[src/rtl/loader_pkg.sv]
// rtl/loader_pkg.sv - shared state encoding and framing constants for the imem boot loader
package loader_pkg;
   typedef enum logic [2:0] {LEN_LO, LEN_HI, DATA, CSUM, RUN, ERR} loader_state_t;
   localparam int BYTES_PER_WORD = 4;
endpackage

[src/rtl/word_assembler.sv]
// rtl/word_assembler.sv - packs accepted bytes little-endian into 32-bit words
module word_assembler
   import loader_pkg::*;
(
   input  logic        clk,
   input  logic        reset,
   input  logic [7:0]  din,
   input  logic        accept,
   output logic [31:0] word,
   output logic [1:0]  byte_idx,
   output logic        word_done
);
   logic [23:0] partial;

   // word is the completed value on the cycle the final byte is accepted
   assign word      = {din, partial};
   assign word_done = accept && (byte_idx == 2'(BYTES_PER_WORD - 1));

   always_ff @(posedge clk or posedge reset) begin
      if (reset) begin
         partial  <= '0;
         byte_idx <= '0;
      end else if (accept) begin
         partial  <= {din, partial[23:8]};
         byte_idx <= byte_idx + 2'd1;
      end
   end
endmodule

[src/rtl/imem_loader.sv]
// rtl/imem_loader.sv - streams a checksummed image into imem and releases the core when verified
module imem_loader
   import loader_pkg::*;
#(
   parameter int ADDR_W = 6
) (
   input  logic              clk,
   input  logic              reset,
   input  logic [7:0]        in_data,
   input  logic              in_valid,
   output logic              in_ready,
   output logic              imem_we,
   output logic [ADDR_W-1:0] imem_wa,
   output logic [31:0]       imem_wd,
   output logic              core_reset,
   output logic              done,
   output logic              error
);
   localparam logic [16:0] CAPACITY = 17'd1 << ADDR_W;

   loader_state_t     state, next_state;
   logic [7:0]        len_lo;
   logic [15:0]       len;
   logic [7:0]        csum;
   logic [ADDR_W:0]   wcount;
   logic              accept;
   logic [15:0]       n_hi;
   logic              last_word;
   logic [31:0]       word;
   logic [1:0]        byte_idx;
   logic              word_done;

   assign accept    = in_valid && in_ready;
   assign n_hi      = {in_data, len_lo};
   // wcount is one bit wider than the address so a full 2**ADDR_W image never wraps
   assign last_word = ({{(15 - ADDR_W){1'b0}}, wcount} == (len - 16'd1));

   word_assembler u_asm (
      .clk       (clk),
      .reset     (reset),
      .din       (in_data),
      .accept    (accept && (state == DATA)),
      .word      (word),
      .byte_idx  (byte_idx),
      .word_done (word_done)
   );

   always_ff @(posedge clk or posedge reset) begin
      if (reset) state <= LEN_LO;
      else       state <= next_state;
   end

   always_comb begin
      next_state = state;
      case (state)
         LEN_LO: if (accept) next_state = LEN_HI;
         LEN_HI: if (accept) begin
            if (n_hi == 16'd0)                next_state = CSUM;
            else if ({1'b0, n_hi} > CAPACITY) next_state = ERR;
            else                              next_state = DATA;
         end
         DATA: if (accept && (byte_idx == 2'd3) && last_word) next_state = CSUM;
         CSUM: if (accept) next_state = (in_data == csum) ? RUN : ERR;
         default: next_state = state;
      endcase
   end

   always_ff @(posedge clk or posedge reset) begin
      if (reset) begin
         len_lo     <= '0;
         len        <= '0;
         csum       <= '0;
         wcount     <= '0;
         in_ready   <= 1'b1;
         imem_we    <= 1'b0;
         imem_wa    <= '0;
         imem_wd    <= '0;
         core_reset <= 1'b1;
         done       <= 1'b0;
         error      <= 1'b0;
      end else begin
         if (accept && (state == LEN_LO)) len_lo <= in_data;
         if (accept && (state == LEN_HI)) len    <= n_hi;
         if (accept && (state inside {LEN_LO, LEN_HI, DATA})) csum <= csum ^ in_data;
         imem_we <= word_done;
         if (word_done) begin
            imem_wa <= wcount[ADDR_W-1:0];
            imem_wd <= word;
            wcount  <= wcount + 1'b1;
         end
         in_ready   <= next_state inside {LEN_LO, LEN_HI, DATA, CSUM};
         core_reset <= (next_state != RUN);
         done       <= (next_state == RUN);
         error      <= (next_state == ERR);
      end
   end
endmodule

[config.mk]
export PLATFORM = sky130hd
export DESIGN_NAME = imem_loader
export DESIGN_NICKNAME = d
export VERILOG_FILES = /design/src/rtl/loader_pkg.sv /design/src/rtl/word_assembler.sv /design/src/rtl/imem_loader.sv
export SDC_FILE = /design/constraint.sdc
export NUM_CORES = 1
export LEC_CHECK = 0
export ABC_AREA = 1
export ABC_CLOCK_PERIOD_IN_PS = 2710
export BUFFER_PORTS_ARGS = -buffer_cell sky130_fd_sc_hd__buf_2
export CORE_UTILIZATION = 45
export DETAILED_ROUTE_END_ITERATION = 10
export PLACE_DENSITY = 0.76
export SLEW_MARGIN = 0
export SYNTH_ARGS = -nofsm -noshare
export SYNTH_HDL_FRONTEND = slang
export SYNTH_HIERARCHICAL = 1
export SYNTH_SLANG_ARGS = --single-unit
[constraint.sdc]
create_clock -name clk -period 2.71 [get_ports clk]
set_clock_uncertainty 0.2 [all_clocks]
set_input_delay 0 -clock clk [delete_from_list [all_inputs] [get_ports clk]]
set_output_delay 0 -clock clk [all_outputs]
set_load 0.01 [all_outputs]
==> key figures <==
Global route
  – Initial antenna violation count: 0
  – Largest net degree at the start of global routing: 47
  – Met2 usage in global routing: 30.5%
  – GR Util met1: 27.2%
  – Gr usage total: 19.5%
  – Vias in the first global route: 3769
  – Busiest layer in global routing: met2
  – Met3 usage: 3.63%
  – Total gr overflow: 0
  – First-pass GRT wire length: 17.6 mm

Yosys
  – Syn Std Cell Area: 0.00503 mm²
  – Register area share after synthesis: 55.2%
  – Avg Inst Size Synth: 8.21 µm²
  – Yosys reg bits: 111
  – Syn_nets: 627
  – Synth Warn #: 6
  – Cell variety after synth: 30
  – Gate Count Post-Synth: 613

Power and ir drop
  – Maximum vdd drop: 0.000291 V
  – Power per cell area: 494 mW/mm²
  – Leak Pwr: 3.19 nW

Clock network
  – Reg clk slew, reported paths: 0.11 ns
  – Setup bufs post-CTS: 0
  – Clock Sinks: 111
  – TritonCTS buffer count: 9
  – Clock Path Buffers: 2
  – CTS tree: built
  – Worst skew pair latency: 0.39 ns
  – CTS Root Cell: clkbuf_8
  – H-tree Lvls: 3

Timing
  – Fin crit share: 84.5%
  – Worst Tran Pin Value: 0.965 ns
  – Number of setup violations in the final report: 0
  – Max Clk Rate: 436 MHz
  – Setup TNS: 0 ns
  – RSZ-0062 raised after global routing: no
  – Slew Viols, Final: 0
  – Final hold viol count: 0
  – Min cycle time layout: 2.29 ns
  – Max_slew headroom: 35.6%

Setup path
  – CP delay by family, top: simple AND/OR/NAND/NOR gates
  – CP arrival: 2.36 ns
  – Crit. End Element: flip-flop
  – CP max FO: 6
  – Slowest stage delay, CP: 0.55 ns
  – Crit-path cells: nand2_1 -> nor2_2 -> nand2_1 -> inv_1 -> clkinv_1 -> nor4_1 -> nand3_1 -> xnor2_1
  – CP Buf/Inv Count: 2
  – Setup crit start kind: flip-flop
  – Cell mode on critical path: nand2_1
  – Crit path required time: 2.78 ns
  – Slowest CP cell: dfstp_2
  – Critical path class: flip-flop to flip-flop

Placement
  – Port buffer count: 53
  – Placement Cell Area: 0.00537 mm²
  – DP Cell Count: 787
  – Routability cong.: 0.885
  – Final HPWL DP: 7.21 mm

Drt
  – DR DRC count: 0
  – Via count: 3970
  – Drt via density: 4.89
  – 1st-pass router iterations: 4
  – DRT Wirelength: 10.4 mm
  – Iter 0 DRT Violations: 209
  – DR WL/cell: 12.8 µm
  – ANT nets after route: 0

Final layout
  – Antenna Diode Count: 0
  – Layout area overhead: 12.8%
  – Final Non-Filler Cells: 812
  – Util after Layout: 52.2%
  – Layout cells sized above 1: 16.2%
  – Nets: 681
  – Final design area excluding fillers: 0.00568 mm²

Floorplanning
  – Ports: 54
  – Core area: 0.0109 mm²
  – Initial Util: 46.2%
  – FP Rows: 38
  – Die Area: 0.0116 mm²
  – Die Width: 108 µm
  – Height of the die: 108 µm

Worst hold path
  – Worst hold path class: input pin to flip-flop

Status
  – Status: finished clean

Job
  – Max_cap viols: 0
through the flow:
stage | setup WS [ns] | hold WS [ns] | power, mW
floorplan | 0.277 | -0.160 | 1.73
global placement | 0.544 | -0.0273 | 1.76
detailed placement | 0.475 | -0.0226 | 1.76
CTS | 0.428 | 0.0112 | 2.83
global route | 0.181 | 0.0485 | 2.90
finish | 0.419 | 0.0273 | 2.80
routing by layer:
| metal | part of all wire (%) | up-vias | routed length, µm |
|---|---|---|---|
| met5 | 0 | - | 0 |
| met4 | 1.7 | 0 | 182 |
| met3 | 4.9 | 18 | 511 |
| met2 | 45 | 102 | 4700 |
| met1 | 48 | 1881 | 5030 |
| li1 | - | 1969 | - |
final cells by class:
| class | instances | area [µm²] |
|---|---|---|
| Timing Repair Buffer | 69 | 408 |
| Clock buffer | 9 | 124 |
| Sequential cell | 111 | 2780 |
| Tap cell | 140 | 175 |
| Inverter | 53 | 208 |
| Multi-Input combinational cell | 423 | 1890 |
| Fill cell | 978 | 5210 |
| Clock inverter | 7 | 100 |
report_power, final:
part / leakage [nW] / internal [mW] / switching, mW / total (mW)
clock network: 0.111 / 0.456 / 0.615 / 1.07
registers: 1.46 / 1.66 / 0 / 1.66
logic: 1.62 / 0.0209 / 0.0567 / 0.0776
final timing paths:
kind                       depth (start not counted)     endpoint  slack [ns]       start
setup / recovery                                   8    wcount[5]        0.42    in_ready
max in group asynchronous                          4  imem_wd[15]        1.47       reset
setup reg to reg                                   8    wcount[5]        0.42    in_ready
min in group asynchronous                          3   imem_wa[0]        0.08       reset
hold / removal                                     5     state[2]        0.03    in_valid
hold reg to reg                                    2   imem_wd[2]        0.28  imem_wd[2]
cells in the mapped netlist, drive strengths merged:
cell type | number | share of area [%]
a21oi | 2 | 0.20
a31oi | 1 | 0.12
and2 | 1 | 0.12
buf | 18 | 2.7
clkbuf | 8 | 0.62
clkinv | 1 | 0.074
dfrtp | 109 | 54
dfstp | 2 | 1.0
ha | 3 | 0.75
inv | 52 | 4.0
nand2 | 293 | 23
nand3 | 23 | 2.5
nand3b | 2 | 0.30
nand4 | 2 | 0.25
nor2 | 40 | 3.7
nor3 | 3 | 0.30
nor4 | 1 | 0.12
o21ai | 35 | 3.5
xnor2 | 7 | 1.2
xor2 | 10 | 1.7
placed cells by master, fill, tap and decap left out, types with 3 or more instances in the layout:
cell type	count
dlygate4sd3_1	9
ha_1	3
nor2_1	28
buf_2	53
xor2_1	10
nand2_2	15
xnor2_1	7
inv_1	50
nor3_1	3
clkbuf_8	9
dfrtp_1	109
nor2_2	10
nand2_1	278
o21ai_0	35
nand3_1	21
buf_4	7
registers in the layout, summed over array words and instances (netlist names):
register and cells:
imem_wa 6, error 1, done 1, imem_we 1, imem_wd 32, wcount 7
in_ready 1, len 16, state 3, csum 8, u_asm/partial 24, len_lo 8
u_asm/byte_idx 2, core_reset 1
worst register-to-register path, stage by stage (launching register included):
cell and delay, ns:
dfstp_2 0.55, nand2_1 0.18, nor2_2 0.21, nand2_1 0.07, inv_1 0.11, clkinv_1 0.09, nor4_1 0.45, nand3_1 0.15
xnor2_1 0.16
logic make-up (layout without fill, tap and decap cells):
group	after synthesis	in the layout	share of synthesized area [%]
simple gates	365	365	29.9
flops	111	111	55.2
buf+inv	79	138	7.38
compound gates	38	38	3.80
xor+xnor	17	17	2.96
fa+ha+maj	3	3	0.746
what timing repair did:
| item | 4_1_cts | 5_1_grt |
|---|---|---|
| hold buffers | 9 | 0 |
| endpoints found under the hold margin | 110 | 0 |
| resized for setup | 0 | 0 |
(Power assumes the default switching activity.)
